==> config.mk <==
export PLATFORM = sky130hd
export DESIGN_NAME = i2s_rx
export DESIGN_NICKNAME = d
export VERILOG_FILES = /design/src/rtl/i2s_pkg.sv /design/src/rtl/i2s_pin_sync.sv /design/src/rtl/i2s_rx.sv
export SDC_FILE = /design/constraint.sdc
export NUM_CORES = 1
export LEC_CHECK = 0
export CAP_MARGIN = 20
export CORE_AREA = 10 10 101 103
export CTS_BUF_LIST = sky130_fd_sc_hd__clkbuf_16
export DETAILED_ROUTE_END_ITERATION = 8
export DIE_AREA = 0 0 111 113
export GPL_TIMING_DRIVEN = 0
export PLACE_DENSITY_LB_ADDON = 0.05
export SYNTH_ARGS = -nofsm -noshare
export SYNTH_HDL_FRONTEND = slang
export SYNTH_SLANG_ARGS = --single-unit
==> constraint.sdc <==
create_clock -name clk -period 7.6 [get_ports clk]
set_input_delay 0.76 -clock clk [delete_from_list [all_inputs] [get_ports clk]]
set_output_delay 0.76 -clock clk [all_outputs]
set_load 0.03 [all_outputs]
==> src/rtl/i2s_pkg.sv <==
// Shared I2S definitions: receiver state encoding, channel codes and the default
// sample width used by both the receiver and the transmitter.
package i2s_pkg;

   localparam int I2S_DATA_W = 16;

   localparam logic CH_LEFT  = 1'b0;
   localparam logic CH_RIGHT = 1'b1;

   typedef enum logic [1:0] {
      HUNT  = 2'd0,
      LEFT  = 2'd1,
      RIGHT = 2'd2
   } rx_state_t;

endpackage

==> src/rtl/i2s_pin_sync.sv <==
// Pad synchronizer for the I2S slave inputs: SYNC_STAGES flops per pad plus a
// previous-value register on BCK that yields a one-clk rise strobe.
module i2s_pin_sync #(
   parameter int SYNC_STAGES = 2
) (
   input  logic clk,
   input  logic rst,
   input  logic bck_pad,
   input  logic ws_pad,
   input  logic din_pad,
   output logic bck_rise,
   output logic ws,
   output logic din
);

   logic [SYNC_STAGES-1:0] bck_sr;
   logic [SYNC_STAGES-1:0] ws_sr;
   logic [SYNC_STAGES-1:0] din_sr;
   logic                   bck_prev;

   always_ff @(posedge clk or posedge rst) begin
      if (rst) begin
         bck_sr   <= '0;
         ws_sr    <= '0;
         din_sr   <= '0;
         bck_prev <= 1'b0;
      end else begin
         bck_sr   <= {bck_sr[SYNC_STAGES-2:0], bck_pad};
         ws_sr    <= {ws_sr[SYNC_STAGES-2:0], ws_pad};
         din_sr   <= {din_sr[SYNC_STAGES-2:0], din_pad};
         bck_prev <= bck_sr[SYNC_STAGES-1];
      end
   end

   // All three pads see the same delay, so DIN and WS stay aligned to the strobe.
   assign bck_rise = bck_sr[SYNC_STAGES-1] & ~bck_prev;
   assign ws       = ws_sr[SYNC_STAGES-1];
   assign din      = din_sr[SYNC_STAGES-1];

endmodule

==> src/rtl/i2s_rx.sv <==
// I2S slave receiver: oversamples BCK/LRCK/DIN on clk and delivers stereo pairs
// through a valid/ready port. Left-justified capture is enabled by I2S_RX_LJ_EN.
module i2s_rx
   import i2s_pkg::*;
#(
   parameter int DATA_W      = I2S_DATA_W,
   parameter int MAX_SLOT    = 64,
   parameter int SYNC_STAGES = 2
) (
   input  logic              clk,
   input  logic              sys_rst_i,
`ifdef I2S_RX_LJ_EN
   input  logic              fmt_lj,
`endif
   input  logic              i2s_bck,
   input  logic              i2s_lrck,
   input  logic              i2s_din,
   output logic [DATA_W-1:0] out_left,
   output logic [DATA_W-1:0] out_right,
   output logic              out_valid,
   input  logic              out_ready,
   output logic              overrun,
   output logic              sync_err,
   output logic              locked
);

   localparam int CNT_W = $clog2(MAX_SLOT + 1);
   localparam int IDX_W = $clog2(DATA_W);
   typedef logic [CNT_W-1:0] cnt_t;
   localparam cnt_t MAX_CNT  = cnt_t'(MAX_SLOT);
   localparam cnt_t DATA_CNT = cnt_t'(DATA_W);

   logic              bck_rise;
   logic              ws_s;
   logic              din_s;
   logic              lj;

   rx_state_t         state;
   logic              ws_prev;
   cnt_t              cnt;
   logic [DATA_W-1:0] shift_word;
   logic [DATA_W-1:0] left_word;
   logic [DATA_W-1:0] frame_left;
   logic [DATA_W-1:0] frame_right;
   logic              frame_done;

   logic [IDX_W-1:0]  bit_idx;
   logic [DATA_W-1:0] fill_word;
   logic [DATA_W-1:0] fin_word;
   logic              ws_chg;
   cnt_t              cnt_inc;

`ifdef I2S_RX_LJ_EN
   assign lj = fmt_lj;
`else
   assign lj = 1'b0;
`endif

   i2s_pin_sync #(
      .SYNC_STAGES(SYNC_STAGES)
   ) u_pin_sync (
      .clk     (clk),
      .rst     (sys_rst_i),
      .bck_pad (i2s_bck),
      .ws_pad  (i2s_lrck),
      .din_pad (i2s_din),
      .bck_rise(bck_rise),
      .ws      (ws_s),
      .din     (din_s)
   );

   always_comb begin
      bit_idx   = IDX_W'(DATA_W - 1) - cnt[IDX_W-1:0];
      fill_word = shift_word;
      if (cnt < DATA_CNT) fill_word[bit_idx] = din_s;
      // In LJ mode the WS-change bit belongs to the new channel, not the old one.
      fin_word  = lj ? shift_word : fill_word;
      ws_chg    = (ws_s != ws_prev);
      cnt_inc   = (cnt == MAX_CNT) ? MAX_CNT : cnt + cnt_t'(1);
   end

   always_ff @(posedge clk or posedge sys_rst_i) begin
      if (sys_rst_i) begin
         state       <= HUNT;
         ws_prev     <= 1'b0;
         cnt         <= '0;
         shift_word  <= '0;
         left_word   <= '0;
         frame_left  <= '0;
         frame_right <= '0;
         frame_done  <= 1'b0;
         sync_err    <= 1'b0;
         locked      <= 1'b0;
      end else begin
         frame_done <= 1'b0;
         sync_err   <= 1'b0;
         if (bck_rise) begin
            ws_prev <= ws_s;
            if (ws_chg) begin
               if (lj) begin
                  shift_word <= {din_s, {(DATA_W-1){1'b0}}};
                  cnt        <= cnt_t'(1);
               end else begin
                  shift_word <= '0;
                  cnt        <= '0;
               end
               case (state)
                  HUNT: begin
                     if (ws_s == CH_LEFT) begin
                        state  <= LEFT;
                        locked <= 1'b1;
                     end
                  end
                  LEFT: begin
                     if (ws_s == CH_RIGHT) begin
                        left_word <= fin_word;
                        state     <= RIGHT;
                     end
                  end
                  RIGHT: begin
                     if (ws_s == CH_LEFT) begin
                        frame_left  <= left_word;
                        frame_right <= fin_word;
                        frame_done  <= 1'b1;
                        state       <= LEFT;
                     end
                  end
                  default: begin
                     state  <= HUNT;
                     locked <= 1'b0;
                  end
               endcase
            end else begin
               shift_word <= fill_word;
               if (cnt_inc == MAX_CNT && state != HUNT) begin
                  sync_err <= 1'b1;
                  cnt      <= '0;
                  state    <= HUNT;
                  locked   <= 1'b0;
               end else begin
                  cnt <= cnt_inc;
               end
            end
         end
      end
   end

   // Handshake: a pair moves on any clk with out_valid && out_ready; the data
   // holds while out_valid is high, and a frame arriving while the held pair
   // is stalled is dropped with an overrun pulse.
   always_ff @(posedge clk or posedge sys_rst_i) begin
      if (sys_rst_i) begin
         out_left  <= '0;
         out_right <= '0;
         out_valid <= 1'b0;
         overrun   <= 1'b0;
      end else begin
         overrun <= 1'b0;
         if (frame_done) begin
            if (!out_valid || out_ready) begin
               out_left  <= frame_left;
               out_right <= frame_right;
               out_valid <= 1'b1;
            end else begin
               overrun <= 1'b1;
            end
         end else if (out_ready) begin
            out_valid <= 1'b0;
         end
      end
   end

endmodule

==> impl_metrics.py, run 1 <==
metrics = {
    "synth": {
        "avgSynthCellArea_um2": 10.8,
        "synth_cell_types": 44,
        "yosysTopAreaCell": "dfrtp_1",
        "ys_ff_latch": 118,
        "synth.area.top_cells": "dfrtp_1, nand2_1, mux2_2",
        "synth_flop_cell": "dfrtp_1",
        "synthMostInstantiatedCell": "dfrtp_1",
        "syn_nets": 473,
        "syn_area_um2": 4970,
        "ys_warn_count": 0,
        "seq_area_frac_synth": 0.594,
        "synthTopCellsByCount": "dfrtp_1, nand2_1, o21ai_0",
        "syn_inst": 460,
        "synth_top_area_share": 0.594,
        "synth_async_sr_flop_share": 1.00,
        "synth-edff-count": 0,
    },
    "global_route": {
        "antenna_found_initial": 0,
        "grt_max_degree": 86,
        "grt_pass1_wl_um": 17700,
        "grt_use_total": 0.170,
        "grt_overflow": 0,
        "first_global_vias": 3555,
    },
    "critical_path": {
        "cp.required_ns": 6.84,
        "cp.buffers_inverters": 1,
        "crit_arrival_ns": 1.45,
        "path_cells": "clkdlybuf4s50_1",
        "start_kind": "register",
        "endpoint_kind": "output port",
        "critPathMaxFanout": 3,
        "crit_slowest_cell": "clkdlybuf4s50_1",
        "slowest_delay_ns": 0.68,
        "cp_top_family": "buffers and inverters",
        "path_class": "register to output port",
    },
    "die": {
        "die_h_um": 113,
        "fp.coreArea_um2": 8130,
        "start_util": 0.611,
        "rows": 33,
        "die_area_um2": 12500,
        "ioPinCount": 42,
        "die_w_um": 111,
    },
    "place": {
        "placedCellCount": 607,
        "placement.cell_area_um2": 5550,
        "dp_hpwl_um": 7120,
        "portBuffers": 41,
        "routabilityCongestion": 0.861,
    },
    "final_layout": {
        "finalNonFillerCells": 639,
        "finalNetCount": 534,
        "layout-drive-gt1-share": 0.169,
        "num_antenna_cells": 0,
        "design_area_um2": 6120,
        "nFillCells": 577,
        "syn_to_final_growth_pct": 23.2,
    },
    "power_and_ir_drop": {
        "power_density_nw_per_um2": 294,
        "p_leak_uw": 0.00294,
        "vdd_drop_max_v": 0.000212,
    },
    "clock_tree": {
        "post_cts_resized": 0,
        "cts_buffers": 17,
        "post_cts_buffers": 0,
        "clkTransAtPathRegs_ns": 0.06,
        "postCtsHoldBufs": 0,
        "cts_buffer_depth": 2,
        "cts_root_buffer": "clkbuf_16",
        "h-tree-depth": 4,
        "cts_tree": "done",
        "clock-sinks": 118,
        "worstSkewPairLatency_ns": 0.41,
    },
    "detailed_routing": {
        "drt_iter0_markers": 242,
        "via_per_inst": 5.50,
        "route.antenna.remaining_nets": 0,
        "vias": 3517,
        "drc": 0,
        "wirelength_um": 10400,
        "wire_per_inst_um": 16.3,
        "drt_pass1_iterations": 5,
    },
    "sta": {
        "post-route-min-period_ns": 2.21,
        "fin_setup_tns_ns": 0,
        "finClkSkew_ns": 0.0110,
        "setup_violations": 0,
        "hold_viol": 0,
        "fmaxAchievable_ghz": 0.452,
        "finalCritPeriodShare": 0.291,
        "worst_pin_slew_ns": 0.532,
        "slew_viol_final": 0,
        "slew-limit-headroom": 0.645,
        "rsz0062_at_grt": "false",
    },
    "run": {
        "maxCapViolations": 0,
    },
    "run_status": {
        "status": "finished clean",
    },
    "worst_hold_path": {
        "hp-class": "register to register",
    },
}
-- worst reg2reg max path: cells and delay by family (launching register included) --
kind	cells	cell delay [ns]
AND/OR/NAND/NOR	2	0.57
flip-flops	1	0.48
AO/OA/AOI/OAI	3	0.47
adder cells (fa/ha/maj)	1	0.17
buffers and inverters	1	0.12
-- cell families after synthesis --
| group | after synthesis | synth area share |
|---|---|---|
| adders and majority gates | 7 | 0.0176 |
| muxes | 48 | 0.105 |
| and+or+nand+nor | 175 | 0.156 |
| buffers and inverters | 36 | 0.0385 |
| AOI/OAI and AO/OA | 75 | 0.0878 |
| xor gates and xnor gates | 1 | 0.00176 |
| DFF | 118 | 0.594 |
-- report_power, final --
group / internal [uW] / leakage (uW) / switching (uW)
sequential: 710 / 0.00159 / 50.5
combinational: 106 / 0.00107 / 157
clock: 482 / 0.000272 / 291
total: 1300 / 0.00294 / 499
-- registers in the layout, indices dropped and copies added, names as in the netlist, 2 cells and up --
register,count
frame_left,16
out_right,16
u_pin_sync.din_sr,2
u_pin_sync.bck_sr,2
left_word,16
shift_word,16
state,2
frame_right,16
out_left,16
u_pin_sync.ws_sr,2
cnt,7
-- path summary, 6_finish.rpt --
kind	from	to	slack, ns	cells past startpoint
max in group asynchronous	sys_rst_i	shift_word[4]	6.20	3
min in group asynchronous	sys_rst_i	out_right[3]	0.70	2
worst max-delay path	locked	locked	5.39	1
worst min-delay path	u_pin_sync.din_sr[0]	u_pin_sync.din_sr[1]	0.35	0
worst max register to register	cnt[0]	state[1]	5.64	7
worst min register to register	u_pin_sync.din_sr[0]	u_pin_sync.din_sr[1]	0.35	0
-- layer usage --
metal	track usage	vias to the layer above	wire length [um]
met5	0	-	0
met4	0.0729	0	226
met3	0.0549	21	620
met2	0.268	103	4930
met1	0.211	1711	4620
li1	-	1682	-
-- cell type report --
cell class,instances,area (um2),area share
buffer,24,146,0.0239
sequential,118,2950,0.482
multi-input combinational,306,1830,0.298
clock buffer,17,425,0.0695
tap,105,131,0.0215
timing repair buffer,42,438,0.0715
clock inverter,15,151,0.0247
inverter,12,50.0,0.00817
-- metrics by stage --
step / util / hold WS (ns) / total power, uW / setup WS, ns
CTS: 0.753 / 0.348 / 1810 / 5.36
detailed placement: 0.682 / 0.336 / 1030 / 5.25
global placement: 0.678 / 0.333 / 1020 / 2.14
global route: 0.753 / 0.352 / 1880 / 5.32
finish: 0.753 / 0.346 / 1800 / 5.39
floorplan: - / 0.331 / 958 / 3.71
-- layout by cell type, fill, tap and decap left out, types with 6 or more instances in the layout --
master	count
mux2_2	32
and2_1	6
mux2i_1	16
nand2_1	113
nor2_1	22
clkbuf_1	8
nand3_1	11
clkdlybuf4s50_1	41
o21ai_0	34
a21oi_1	22
inv_1	10
clkbuf_16	17
buf_2	9
dfrtp_1	118
ha_1	7
Power figures use the tool's default switching activity.
==> run 2: changes to the inputs <==
Settings changed: CORE_AREA 10 10 101 103 to 10 10 105 107, DIE_AREA 0 0 111 113 to 0 0 115 117.
Clock period 7.6 ns to 2.1 ns, I/O delays scaled along.
==> run 2 against run 1 <==
Against the previous run: sequential power grew to 3.6 times the previous value; critical endpoint is now state[1]; first-iteration DRC count is 24% lower; non-clock buffer count is 2 higher; critical path depth is 6 higher; register-to-register slack worse by 5.5 ns; wire length is 2.6% higher; hold slack worse by 0.13 ns; combinational power grew to 3.7 times the previous value; clock skew is 0.0016 ns lower; final area hardly changed; worst setup slack worse by 5.3 ns.
==> impl_metrics.py, run 2 (synthesized netlist as in run 1, its figures left out) <==
metrics = {
    "power_and_ir_drop": {
        "clockPowerShare": 0.408,
        "p_seq_frac": 0.437,
        "power_switching_uw": 1850,
        "p_int_uw": 4470,
        "pwr-share-comb": 0.155,
        "power_density_nw_per_um2": 1030,
        "vdd_drop_max_v": 0.000592,
        "finalPower_uw": 6310,
        "swShare": 0.292,
        "p_leak_uw": 0.00293,
    },
    "clock_tree": {
        "clkTransAtPathRegs_ns": 0.06,
        "cts_tree": "done",
        "cts_root_buffer": "clkbuf_16",
        "cts_buffers": 17,
        "clock-sinks": 118,
        "worstSkewPairLatency_ns": 0.41,
        "h-tree-depth": 4,
        "cts_buffer_depth": 2,
    },
    "final_layout": {
        "final_cell_mix": "dfrtp_1, nand2_1, clkdlybuf4s50_1",
        "layout-drive-gt1-share": 0.175,
        "final_core_util": 0.678,
        "syn_to_final_growth_pct": 23.1,
        "finalNetCount": 536,
        "num_antenna_cells": 0,
        "layout_commonest_cell": "dfrtp_1",
        "finalNonFillerCells": 647,
        "nFillCells": 694,
    },
    "die": {
        "ioPinCount": 42,
        "die_w_um": 115,
        "rows": 35,
        "die_h_um": 117,
        "die_area_um2": 13500,
        "start_util": 0.551,
        "fp.coreArea_um2": 9020,
    },
    "critical_path": {
        "crit_arrival_ns": 2.24,
        "cp.required_ns": 2.37,
        "reg2reg_from": "cnt[0]",
        "timing.rr.end": "state[1]",
        "critPathMaxFanout": 9,
        "endpoint_kind": "register",
        "path_class": "register to register",
        "start_kind": "register",
        "cp-startpoint": "cnt[0]",
        "crit_end": "state[1]",
        "r2r_cells": 7,
        "rrSetupSlack_ns": 0.13,
    },
    "detailed_routing": {
        "wire_per_inst_um": 16.5,
        "wirelength_um": 10700,
        "drt_pass1_iterations": 5,
        "vias": 3525,
        "via_per_inst": 5.45,
        "drt_iter0_markers": 185,
        "drc": 0,
        "route.antenna.remaining_nets": 0,
    },
    "sta": {
        "slew-limit-headroom": 0.614,
        "setup_violations": 0,
        "rsz0062_at_grt": "false",
        "fmaxAchievable_ghz": 0.506,
        "hold_viol": 0,
        "finalCritPeriodShare": 0.940,
        "post-route-min-period_ns": 1.97,
        "fin_setup_tns_ns": 0,
        "timing.hold.ws_ns": 0.215,
        "worst_pin_slew_ns": 0.578,
        "finClkSkew_ns": 0.00935,
        "slew_viol_final": 0,
    },
    "run": {
        "maxCapViolations": 0,
    },
    "global_route": {
        "grt_use_total": 0.164,
        "grt_pass1_wl_um": 17400,
        "antenna_found_initial": 0,
        "first_global_vias": 3480,
        "grt_overflow": 0,
        "grt_max_degree": 37,
    },
    "place": {
        "portBuffers": 41,
        "dp_hpwl_um": 7630,
        "routabilityCongestion": 0.870,
        "placedCellCount": 615,
    },
    "worst_hold_path": {
        "hp-class": "primary input to async pin",
    },
    "run_status": {
        "status": "finished clean",
    },
}
## run 2: cell count changes in the layout (fill, tap and decap cells not counted), moves of 2 or more
cell / before / now
clkinv_4: 1 / 4
bufinv_16: 2 / 0
clkinv_2: 2 / 4
buf_12: 0 / 3
inv_6: 5 / 1
## run 2: critical path, stage by stage (launching register included)
cell	delay, ns
dfrtp_2	0.47
inv_1	0.11
ha_1	0.16
nor4bb_4	0.30
a22o_2	0.22
o211ai_2	0.14
nor3_2	0.28
o32ai_1	0.15
## run 2: how the worst min path moves through the flow
stage	from	to	slack, ns	depth (start not counted)
finish	sys_rst_i	out_right[2]	0.22	2
global route	i2s_lrck	u_pin_sync.ws_sr[0]	0.24	1
CTS	sys_rst_i	out_right[2]	0.23	2
detailed placement	u_pin_sync.ws_sr[0]	u_pin_sync.ws_sr[1]	0.34	0
global placement	u_pin_sync.bck_sr[0]	u_pin_sync.bck_sr[1]	0.33	0
floorplan	i2s_bck	u_pin_sync.bck_sr[0]	0.24	0
## run 2: area by class of cell
type / count / area, um2 / area share
Sequential cell: 118 / 2950 / 0.483
Multi-Input combinational cell: 306 / 1830 / 0.299
Timing Repair Buffer: 44 / 470 / 0.0769
Clock buffer: 17 / 425 / 0.0695
Buffer: 24 / 146 / 0.0239
Tap cell: 111 / 139 / 0.0227
Clock inverter: 15 / 109 / 0.0178
Inverter: 12 / 48.8 / 0.00797
## run 2: per-stage QoR
stage | worst slack, ns | instance area [um2]
6_report | 0.125 | 6120
5_1_grt | 0.0365 | 6120
4_1_cts | 0.131 | 6120
3_5_place_dp | 0.159 | 5580
3_3_place_gp | -0.638 | 5520
2_1_floorplan | 0.416 | 4970
## run 2: per-layer routing
layer | global-route usage | vias up | part of all wire
met3 | 0.0459 | 18 | 0.055
met4 | 0.0743 | 0 | 0.021
met5 | 0 | - | 0
met1 | 0.212 | 1727 | 0.45
li1 | - | 1688 | -
met2 | 0.253 | 92 | 0.47
## run 2: power groups by stage
stage / combinational [uW] / sequential [uW] / clock, uW
2_1_floorplan: 714 / 2750 / 0
4_1_cts: 979 / 2760 / 2610
5_1_grt: 1090 / 2800 / 2720
6_report: 978 / 2760 / 2580
3_5_place_dp: 967 / 2790 / 0
3_3_place_gp: 926 / 2780 / 0
## run 2: timing repair
item                                    CTS  global route
buffers inserted                          0             0
gates resized for setup                   0             1
endpoints found under the setup margin    0             2
hold buffers                              0             0
==> run 3: changes to the inputs <==
Settings changed: CORE_AREA 10 10 105 107 to 2 2 97 99, DIE_AREA 0 0 115 117 to 0 0 99 101.
==> run 3 against run 2 <==
Against the previous run: first-iteration DRC count fell by 19%; hold slack worse by 0.042 ns; via count fell by 2.6%; sequential power about the same; combinational power fell by 0.9%; non-clock buffer count did not move; sequential share of layout area fell by 0.92 points; wire length down 4.6%; clock skew up 0.00086 ns; die area fell by 26%.
==> impl_metrics.py, run 3 (synthesized netlist as in run 1, its figures left out) <==
metrics = {
    "run_status": {
        "status": "finished clean",
    },
    "sta": {
        "worst_pin_slew_ns": 0.525,
        "fin_setup_tns_ns": 0,
        "rsz0062_at_grt": "false",
        "finClkSkew_ns": 0.0102,
        "post-route-min-period_ns": 1.92,
        "setup_violations": 0,
        "finalCritPeriodShare": 0.915,
        "final.setup.worst_slack_ns": 0.178,
        "hold_viol": 0,
        "slew-limit-headroom": 0.650,
        "slew_viol_final": 0,
        "fmaxAchievable_ghz": 0.520,
    },
    "clock_tree": {
        "post_cts_resized": 0,
        "clkTransAtPathRegs_ns": 0.06,
        "post_cts_buffers": 0,
        "cts_root_buffer": "clkbuf_16",
        "h-tree-depth": 4,
        "postCtsHoldBufs": 0,
        "worstSkewPairLatency_ns": 0.41,
        "cts_buffer_depth": 2,
        "cts_tree": "done",
        "clock-sinks": 118,
        "cts_buffers": 17,
    },
    "critical_path": {
        "cp.required_ns": 2.38,
        "path_class": "register to register",
        "r2r_cells": 7,
        "cp.buffers_inverters": 1,
        "slowest_delay_ns": 0.51,
        "reg2reg_from": "cnt[0]",
        "path_cells": "ha_1 > buf_8 > nand3_1 > a211oi_2 > o211ai_2 > nor3_2 > o32ai_1",
        "crit_arrival_ns": 2.20,
        "start_kind": "register",
        "rrSetupSlack_ns": 0.18,
        "endpoint_kind": "register",
        "worst-path-stages": 7,
        "crit_slowest_cell": "dfrtp_1",
        "critPathMaxFanout": 9,
        "timing.rr.end": "state[1]",
        "cp_top_family": "compound AO/OA/AOI/OAI gates",
    },
    "final_layout": {
        "layout-drive-gt1-share": 0.172,
        "finalNonFillerCells": 647,
        "layout_commonest_cell": "dfrtp_1",
        "finalNetCount": 536,
        "syn_to_final_growth_pct": 25.4,
        "final_cell_mix": "dfrtp_1, nand2_1, clkdlybuf4s50_1",
        "final_core_util": 0.695,
        "num_antenna_cells": 0,
    },
    "detailed_routing": {
        "wire_per_inst_um": 15.7,
        "drc": 0,
        "route.antenna.remaining_nets": 0,
        "wirelength_um": 10200,
        "vias": 3435,
        "drt_iter0_markers": 150,
        "via_per_inst": 5.31,
        "drt_pass1_iterations": 4,
    },
    "global_route": {
        "grt_use_met2": 0.364,
        "first_global_vias": 3496,
        "grtUsageMet1": 0.309,
        "antenna_found_initial": 0,
        "top_usage_layer": "met2",
        "grt_use_total": 0.229,
        "grt_util_met3": 0.0562,
        "grt_overflow": 0,
        "grt_pass1_wl_um": 17700,
        "grt_max_degree": 38,
    },
    "place": {
        "pre_cts_slack_ns": 0.194,
        "routabilityCongestion": 0.842,
        "dp_hpwl_um": 7160,
        "placedCellCount": 615,
        "portBuffers": 41,
    },
    "die": {
        "fp.coreArea_um2": 8980,
        "rows": 35,
        "die_area_um2": 10000,
        "die_h_um": 101,
        "start_util": 0.554,
        "ioPinCount": 42,
        "die_w_um": 99,
    },
    "power_and_ir_drop": {
        "p_leak_uw": 0.00299,
        "power_density_nw_per_um2": 1110,
        "vdd_drop_max_v": 0.000677,
    },
    "worst_hold_path": {
        "hp-class": "primary input to async pin",
    },
    "run": {
        "maxCapViolations": 0,
    },
}
-- run 3: changes by cell type in the layout (fill, tap and decap cells not counted), sizes merged --
cell / change
clkinvlp: -3
bufinv: +5
clkinv: -4
inv: +2
-- run 3: worst max path at each step --
stage                          from            to  slack, ns
after floorplan              cnt[0]      state[1]       0.42
after global routing         cnt[0]        cnt[6]       0.02
after CTS                    cnt[0]      state[1]       0.16
final                        cnt[0]      state[1]       0.18
after detailed placement     cnt[0]      state[1]       0.19
after global placement    sys_rst_i  out_left[11]      -0.65
-- run 3: area by class of cell --
cell class / count / area, um2
buffer: 24 / 146
clock buffer: 17 / 425
clock inverter: 15 / 226
fill: 665 / 2740
inverter: 12 / 48.8
multi-input combinational: 306 / 1830
sequential: 118 / 2950
tap: 111 / 139
timing repair buffer: 44 / 470
-- run 3: metrics by stage --
step	cell area, um2	hold slack (ns)	total power, uW
2_1_floorplan	4970	0.241	3470
3_3_place_gp	5520	0.332	3710
3_5_place_dp	5580	0.338	3750
4_1_cts	6240	0.183	6940
5_1_grt	6240	0.204	7230
6_report	6240	0.173	6900
-- run 3: per-layer routing --
layer,vias to the layer above,routed length [um]
met1,1682,4830
met4,0,131
li1,1680,-
met5,-,0
met2,64,4870
met3,9,348
-- run 3: power by group --
part | internal [uW] | switching, uW | total, uW
clock | 2110 | 1060 | 3170
combinational | 390 | 579 | 969
sequential | 2570 | 186 | 2760
total | 5070 | 1830 | 6900
